==> config.mk <==
export PLATFORM = sky130hd
export DESIGN_NAME = sram_mem_arbiter_flat
export DESIGN_NICKNAME = d
export VERILOG_FILES = /design/src/rtl/sram_mem_arbiter_if.sv /design/src/rtl/sram_mem_arbiter.sv /design/src/flat_wrapper.sv
export SDC_FILE = /design/constraint.sdc
export NUM_CORES = 1
export LEC_CHECK = 0
export BUFFER_PORTS_ARGS = -buffer_cell sky130_fd_sc_hd__buf_4
export CORE_AREA = 2 2 125 127
export DETAILED_ROUTE_END_ITERATION = 10
export DIE_AREA = 0 0 127 129
export PLACE_DENSITY_LB_ADDON = 0.2
export SLEW_MARGIN = 20
export SYNTH_ARGS = -nofsm -noshare
export SYNTH_HDL_FRONTEND = slang
export SYNTH_SLANG_ARGS = --single-unit
export TNS_END_PERCENT = 1
==> constraint.sdc <==
create_clock -name clk -period 5.85 [get_ports clk]
set_clock_uncertainty 0.15 [all_clocks]
set_input_delay 0.2925 -clock clk [delete_from_list [all_inputs] [get_ports clk]]
set_output_delay 0.2925 -clock clk [all_outputs]
set_load 0.03 [all_outputs]
==> src/rtl/sram_mem_arbiter_if.sv <==
// SRAM-like bus bundle between the two CPU requesters, the arbiter and the slave.
// slave: arbiter side; master: requester/memory side (testbench or top-level glue).
interface sram_mem_arbiter_if;
  logic        inst_req;
  logic        inst_wr;
  logic [1:0]  inst_size;
  logic [3:0]  inst_wstrb;
  logic [31:0] inst_addr;
  logic [31:0] inst_wdata;
  logic        inst_addr_ok;
  logic        inst_data_ok;
  logic [31:0] inst_rdata;

  logic        data_req;
  logic        data_wr;
  logic [1:0]  data_size;
  logic [3:0]  data_wstrb;
  logic [31:0] data_addr;
  logic [31:0] data_wdata;
  logic        data_addr_ok;
  logic        data_data_ok;
  logic [31:0] data_rdata;

  logic        mem_req;
  logic        mem_wr;
  logic [1:0]  mem_size;
  logic [3:0]  mem_wstrb;
  logic [31:0] mem_addr;
  logic [31:0] mem_wdata;
  logic        mem_addr_ok;
  logic        mem_data_ok;
  logic [31:0] mem_rdata;

  modport slave (
    input  inst_req, inst_wr, inst_size, inst_wstrb,
    input  inst_addr, inst_wdata,
    output inst_addr_ok, inst_data_ok, inst_rdata,
    input  data_req, data_wr, data_size, data_wstrb,
    input  data_addr, data_wdata,
    output data_addr_ok, data_data_ok, data_rdata,
    output mem_req, mem_wr, mem_size, mem_wstrb,
    output mem_addr, mem_wdata,
    input  mem_addr_ok, mem_data_ok, mem_rdata
  );

  modport master (
    output inst_req, inst_wr, inst_size, inst_wstrb,
    output inst_addr, inst_wdata,
    input  inst_addr_ok, inst_data_ok, inst_rdata,
    output data_req, data_wr, data_size, data_wstrb,
    output data_addr, data_wdata,
    input  data_addr_ok, data_data_ok, data_rdata,
    input  mem_req, mem_wr, mem_size, mem_wstrb,
    input  mem_addr, mem_wdata,
    output mem_addr_ok, mem_data_ok, mem_rdata
  );
endinterface

==> src/rtl/sram_mem_arbiter.sv <==
// Inst/data arbiter onto one SRAM-like port, with in-order
// response routing through a small owner-ID FIFO.
module sram_mem_arbiter #(
  parameter int OUTS_DEPTH = 4,
  parameter int STARVE_LIM = 3
) (
  input  logic clk,
  input  logic resetn,
  sram_mem_arbiter_if.slave bus,
  output logic resp_err
);
  localparam int AW = $clog2(OUTS_DEPTH);
  localparam int SW = $clog2(STARVE_LIM + 1);
  localparam logic SEL_I = 1'b0;
  localparam logic SEL_D = 1'b1;

  logic            lock;
  logic            lock_id;
  logic            sel;
  logic            sel_req;
  logic            starve_win;
  logic            fifo_full;
  logic            fifo_empty;
  logic            accept;
  logic            pop;
  logic            head;
  logic [SW-1:0]   starve_cnt;
  logic [AW:0]     count;
  logic [AW-1:0]   wptr;
  logic [AW-1:0]   rptr;
  logic [OUTS_DEPTH-1:0] ids;

  assign starve_win = bus.inst_req & bus.data_req
                    & (starve_cnt == SW'(STARVE_LIM));

  always_comb begin
    sel = SEL_I;
    priority case (1'b1)
      lock:         sel = lock_id;
      starve_win:   sel = SEL_I;
      bus.data_req: sel = SEL_D;
      default:      sel = SEL_I;
    endcase
  end

  assign fifo_full  = (count == (AW+1)'(OUTS_DEPTH));
  assign fifo_empty = (count == '0);
  assign sel_req    = sel ? bus.data_req : bus.inst_req;

  assign bus.mem_req   = sel_req & ~fifo_full;
  assign bus.mem_wr    = sel ? bus.data_wr    : bus.inst_wr;
  assign bus.mem_size  = sel ? bus.data_size  : bus.inst_size;
  assign bus.mem_wstrb = sel ? bus.data_wstrb : bus.inst_wstrb;
  assign bus.mem_addr  = sel ? bus.data_addr  : bus.inst_addr;
  assign bus.mem_wdata = sel ? bus.data_wdata : bus.inst_wdata;

  assign accept = bus.mem_req & bus.mem_addr_ok;
  assign bus.inst_addr_ok = accept & (sel == SEL_I);
  assign bus.data_addr_ok = accept & (sel == SEL_D);

  // Slave returns responses in order; the FIFO head names the owner.
  assign pop  = bus.mem_data_ok & ~fifo_empty;
  assign head = ids[rptr];
  assign bus.inst_data_ok = pop & (head == SEL_I);
  assign bus.data_data_ok = pop & (head == SEL_D);
  assign bus.inst_rdata   = bus.mem_rdata;
  assign bus.data_rdata   = bus.mem_rdata;

  always_ff @(posedge clk or negedge resetn) begin
    if (!resetn) begin
      lock       <= 1'b0;
      lock_id    <= SEL_I;
      starve_cnt <= '0;
      count      <= '0;
      wptr       <= '0;
      rptr       <= '0;
      ids        <= '0;
      resp_err   <= 1'b0;
    end else begin
      // A request the slave may have sampled must not change until taken.
      if (accept) begin
        lock <= 1'b0;
      end else if (bus.mem_req) begin
        lock    <= 1'b1;
        lock_id <= sel;
      end

      if (!bus.inst_req || (accept && sel == SEL_I)) begin
        starve_cnt <= '0;
      end else if (bus.data_req && sel == SEL_D &&
                   starve_cnt != SW'(STARVE_LIM)) begin
        starve_cnt <= starve_cnt + 1'b1;
      end

      if (accept) begin
        ids[wptr] <= sel;
        wptr      <= wptr + 1'b1;
      end
      if (pop) begin
        rptr <= rptr + 1'b1;
      end

      case ({accept, pop})
        2'b10:   count <= count + 1'b1;
        2'b01:   count <= count - 1'b1;
        default: count <= count;
      endcase

      if (bus.mem_data_ok && fifo_empty) begin
        resp_err <= 1'b1;
      end
    end
  end
endmodule

==> src/flat_wrapper.sv <==
// flat-port wrapper written by rule: the top's interface ports become plain ports
module sram_mem_arbiter_flat 
#(
  parameter int OUTS_DEPTH = 4,
  parameter int STARVE_LIM = 3
)
  (clk, resetn, resp_err, bus_inst_req, bus_inst_wr, bus_inst_size, bus_inst_wstrb, bus_inst_addr, bus_inst_wdata, bus_inst_addr_ok, bus_inst_data_ok, bus_inst_rdata, bus_data_req, bus_data_wr, bus_data_size, bus_data_wstrb, bus_data_addr, bus_data_wdata, bus_data_addr_ok, bus_data_data_ok, bus_data_rdata, bus_mem_req, bus_mem_wr, bus_mem_size, bus_mem_wstrb, bus_mem_addr, bus_mem_wdata, bus_mem_addr_ok, bus_mem_data_ok, bus_mem_rdata);
  sram_mem_arbiter_if bus_i ();
  input  logic clk;
  input  logic resetn;
  output logic resp_err;
  input wire logic [$bits(bus_i.inst_req)-1:0] bus_inst_req;
  input wire logic [$bits(bus_i.inst_wr)-1:0] bus_inst_wr;
  input wire logic [$bits(bus_i.inst_size)-1:0] bus_inst_size;
  input wire logic [$bits(bus_i.inst_wstrb)-1:0] bus_inst_wstrb;
  input wire logic [$bits(bus_i.inst_addr)-1:0] bus_inst_addr;
  input wire logic [$bits(bus_i.inst_wdata)-1:0] bus_inst_wdata;
  output wire logic [$bits(bus_i.inst_addr_ok)-1:0] bus_inst_addr_ok;
  output wire logic [$bits(bus_i.inst_data_ok)-1:0] bus_inst_data_ok;
  output wire logic [$bits(bus_i.inst_rdata)-1:0] bus_inst_rdata;
  input wire logic [$bits(bus_i.data_req)-1:0] bus_data_req;
  input wire logic [$bits(bus_i.data_wr)-1:0] bus_data_wr;
  input wire logic [$bits(bus_i.data_size)-1:0] bus_data_size;
  input wire logic [$bits(bus_i.data_wstrb)-1:0] bus_data_wstrb;
  input wire logic [$bits(bus_i.data_addr)-1:0] bus_data_addr;
  input wire logic [$bits(bus_i.data_wdata)-1:0] bus_data_wdata;
  output wire logic [$bits(bus_i.data_addr_ok)-1:0] bus_data_addr_ok;
  output wire logic [$bits(bus_i.data_data_ok)-1:0] bus_data_data_ok;
  output wire logic [$bits(bus_i.data_rdata)-1:0] bus_data_rdata;
  output wire logic [$bits(bus_i.mem_req)-1:0] bus_mem_req;
  output wire logic [$bits(bus_i.mem_wr)-1:0] bus_mem_wr;
  output wire logic [$bits(bus_i.mem_size)-1:0] bus_mem_size;
  output wire logic [$bits(bus_i.mem_wstrb)-1:0] bus_mem_wstrb;
  output wire logic [$bits(bus_i.mem_addr)-1:0] bus_mem_addr;
  output wire logic [$bits(bus_i.mem_wdata)-1:0] bus_mem_wdata;
  input wire logic [$bits(bus_i.mem_addr_ok)-1:0] bus_mem_addr_ok;
  input wire logic [$bits(bus_i.mem_data_ok)-1:0] bus_mem_data_ok;
  input wire logic [$bits(bus_i.mem_rdata)-1:0] bus_mem_rdata;
  assign bus_i.inst_req = bus_inst_req;
  assign bus_i.inst_wr = bus_inst_wr;
  assign bus_i.inst_size = bus_inst_size;
  assign bus_i.inst_wstrb = bus_inst_wstrb;
  assign bus_i.inst_addr = bus_inst_addr;
  assign bus_i.inst_wdata = bus_inst_wdata;
  assign bus_inst_addr_ok = bus_i.inst_addr_ok;
  assign bus_inst_data_ok = bus_i.inst_data_ok;
  assign bus_inst_rdata = bus_i.inst_rdata;
  assign bus_i.data_req = bus_data_req;
  assign bus_i.data_wr = bus_data_wr;
  assign bus_i.data_size = bus_data_size;
  assign bus_i.data_wstrb = bus_data_wstrb;
  assign bus_i.data_addr = bus_data_addr;
  assign bus_i.data_wdata = bus_data_wdata;
  assign bus_data_addr_ok = bus_i.data_addr_ok;
  assign bus_data_data_ok = bus_i.data_data_ok;
  assign bus_data_rdata = bus_i.data_rdata;
  assign bus_mem_req = bus_i.mem_req;
  assign bus_mem_wr = bus_i.mem_wr;
  assign bus_mem_size = bus_i.mem_size;
  assign bus_mem_wstrb = bus_i.mem_wstrb;
  assign bus_mem_addr = bus_i.mem_addr;
  assign bus_mem_wdata = bus_i.mem_wdata;
  assign bus_i.mem_addr_ok = bus_mem_addr_ok;
  assign bus_i.mem_data_ok = bus_mem_data_ok;
  assign bus_i.mem_rdata = bus_mem_rdata;
  sram_mem_arbiter #(.OUTS_DEPTH(OUTS_DEPTH), .STARVE_LIM(STARVE_LIM)) u_core (.clk(clk), .resetn(resetn), .bus(bus_i), .resp_err(resp_err));
endmodule
==> qor.csv <==
metric,value,unit
cts_buffers,3,
hp-start,bus_mem_data_ok,
antenna_found_initial,0,
postCtsSetupBuffers,0,
hold_path_class,in2reg,
rsz0062_at_grt,false,
n_fill_cell,1615,
cts_tree,done,
avgRoutedWirePerCell,16.5,um
grt_util_all_layers,0.104,
synth-seq-cells,16,
core_area,15000,sq um
clockBufferDepth,2,
fin_crit_sh,0.447,
syn2layout_area_growth,62.7,%
r2r_start,u_core.lock,
synth_area_leaders,"mux2_2, buf_4, dfrtp_1, ha_1, buf_6",
ctsHoldBuffers,1,
ios,321,
wl,9.44,mm
cp.arrival,2170,ps
fin_nets,571,
whs_path_depth,2,
synth_nets,414,
stdcell_area,3790,sq um
clk_latency,250,ps
syn_inst,227,
power_leakage,1.86,nW
r2r_setup_slack,3280,ps
die_x,127,um
start_kind,flip-flop,
path_delay_family,buffers and inverters,
fin_hold_ws,106,ps
drt_first_iter_violations,38,
grt_max_degree,46,
hpwl,8.12,mm
status,finished clean,
p_total,1.72,mW
ys_seq_area_frac,0.172,
layout-drive-gt1-share,0.817,
use_met3,0.0486,
synth_top_area_frac,0.367,
gr-total-overflow,0,
remaining_drc_errors,0,
crit_fanout,45,
yosys.area.top_type,mux2_2,
dr_total_vias,2203,
use_met2,0.166,
fmax,0.382,GHz
crit_type,reg2out,
slew_headroom,0.618,
cpMaxStageDelayCell,buf_4,
synth-edff-count,0,
worstHoldEndpoint,u_core.resp_err,
via_per_inst,3.86,
hold_viol,0,
ant_nets,0,
rows,45,
die_h,129,um
ys_types,35,
busiest_layer,met2,
required,5410,ps
grt_use_met1,0.130,
netlist_area,2330,sq um
critical_path.max_stage_delay,490,ps
cp_num_buf_inv,2,
start_util,0.156,
worst_r2r_path_depth,9,
cts_root_buf,clkbuf_16,
grt_pass1_wl,13.0,mm
yosys_warnings,0,
tightest_slew,573,ps
synthFlopType,dfrtp_1,
clkTransAtPathRegs,50,ps
postSynthAreaPerCell,10.3,sq um
die_area,16400,sq um
r2r_end,u_core.count[2],
ir_worst_vdd,0.184,mV
period_needed,2620,ps
placed_area,3690,sq um
setup_viol,0,
gp_congestion,0.734,
post_cts_resized,0,
clock-sinks,16,
maxSlewViolCount,0,
drv_cap,0,
crit_chain,and2b_1 -> a22oi_2 -> buf_4 -> mux2_2 -> buf_4,
dr.pass1.iters,4,
port_buffers,224,
grt_pass1_vias,2157,
endpoint_kind,output port,
powerDensity,453,nW/um^2
cpMostUsedCell,buf_4,
htreeDepth,1,
ys_async_sr_fraction,1.00,
setup_tns,0,ps
antennaDiodeCount,0,
## cell type report
cell class                      instances  area, sq um  area share
Multi-Input combinational cell        128         1330       0.351
Sequential cell                        16          400       0.106
Tap cell                              188          235      0.0620
Inverter                                8         30.0     0.00792
Timing Repair Buffer                  227         1710       0.450
Clock buffer                            4         88.8      0.0234
## synthesized netlist by cell type (all sizes together) (2+ instances only)
master and n:
xnor2 3, dfrtp 16, mux2 77, nand2 2, xor2 3, nor2 3, o21ai 2, and2 5
ha 6, o2111ai 5, a221oi 2, or3b 3, buf 74, inv 8, nor2b 2
## placed cells by master, fill, tap and decap left out, types with 2 or more instances in the layout
cell,instances
ha_1,6
o21ai_0,2
clkbuf_16,3
o2111ai_1,5
a221oi_2,2
dfrtp_1,16
nand2_1,2
buf_4,226
xor2_1,3
or3b_1,2
nor2_1,3
and2_1,5
nor2b_1,2
xnor2_1,3
mux2_2,76
inv_1,8
## power breakdown
group / switching (mW) / leakage, nW / internal [mW]
logic: 0.749 / 1.63 / 0.608
registers: 0.0476 / 0.193 / 0.164
clock network: 0.0458 / 0.0442 / 0.104
## worst register-to-register path, delay by kind of cell (launching register included)
kind	cells	cell delay (ps)
buffers and inverters	2	200
and+or+nand+nor	2	600
AOI/OAI and AO/OA	1	230
DFF	1	430
adders and majority gates	2	570
xor gates and xnor gates	2	300
## layer usage
layer,share of wire,vias to the layer above
li1,-,1042
met1,0.40,987
met2,0.48,167
met3,0.12,7
met4,0.0067,0
met5,0,-
## cells by family after synthesis
kind of cell    after synthesis  share of synthesized area
buf+inv                      83                      0.259
xor+xnor                      6                     0.0225
compound gates               17                     0.0692
fa+ha+maj                     7                     0.0408
simple gates                 19                     0.0489
mux                          79                      0.388
flops                        16                      0.172
## registers in the layout, indices dropped and copies added (netlist names)
name               flops
u_core.ids             4
u_core.count           3
u_core.rptr            2
u_core.starve_cnt      2
u_core.wptr            2
u_core.lock            1
u_core.lock_id         1
u_core.resp_err        1
## through the flow
step / util / cells / setup slack, ps
2_1_floorplan: - / 227 / 3440
3_3_place_gp: 0.247 / 566 / 3290
3_5_place_dp: 0.247 / 566 / 3300
4_1_cts: 0.253 / 571 / 3220
5_1_grt: 0.253 / 571 / 3120
6_report: 0.253 / 571 / 3230
## how the worst max path moves through the flow
stage                          from          endpoint  slack [ps]  cells after the start
2_1_floorplan       u_core.count[0]   u_core.count[2]        3440                     10
3_3_place_gp           bus_inst_req   u_core.count[2]        3290                     10
3_5_place_dp           bus_inst_req   u_core.count[2]        3300                     10
4_1_cts                 u_core.lock  bus_mem_wstrb[0]        3220                      5
5_1_grt        u_core.starve_cnt[0]  bus_mem_wstrb[0]        3120                      6
6_report                u_core.lock  bus_mem_wstrb[0]        3230                      5
Power figures use the tool's default switching activity.
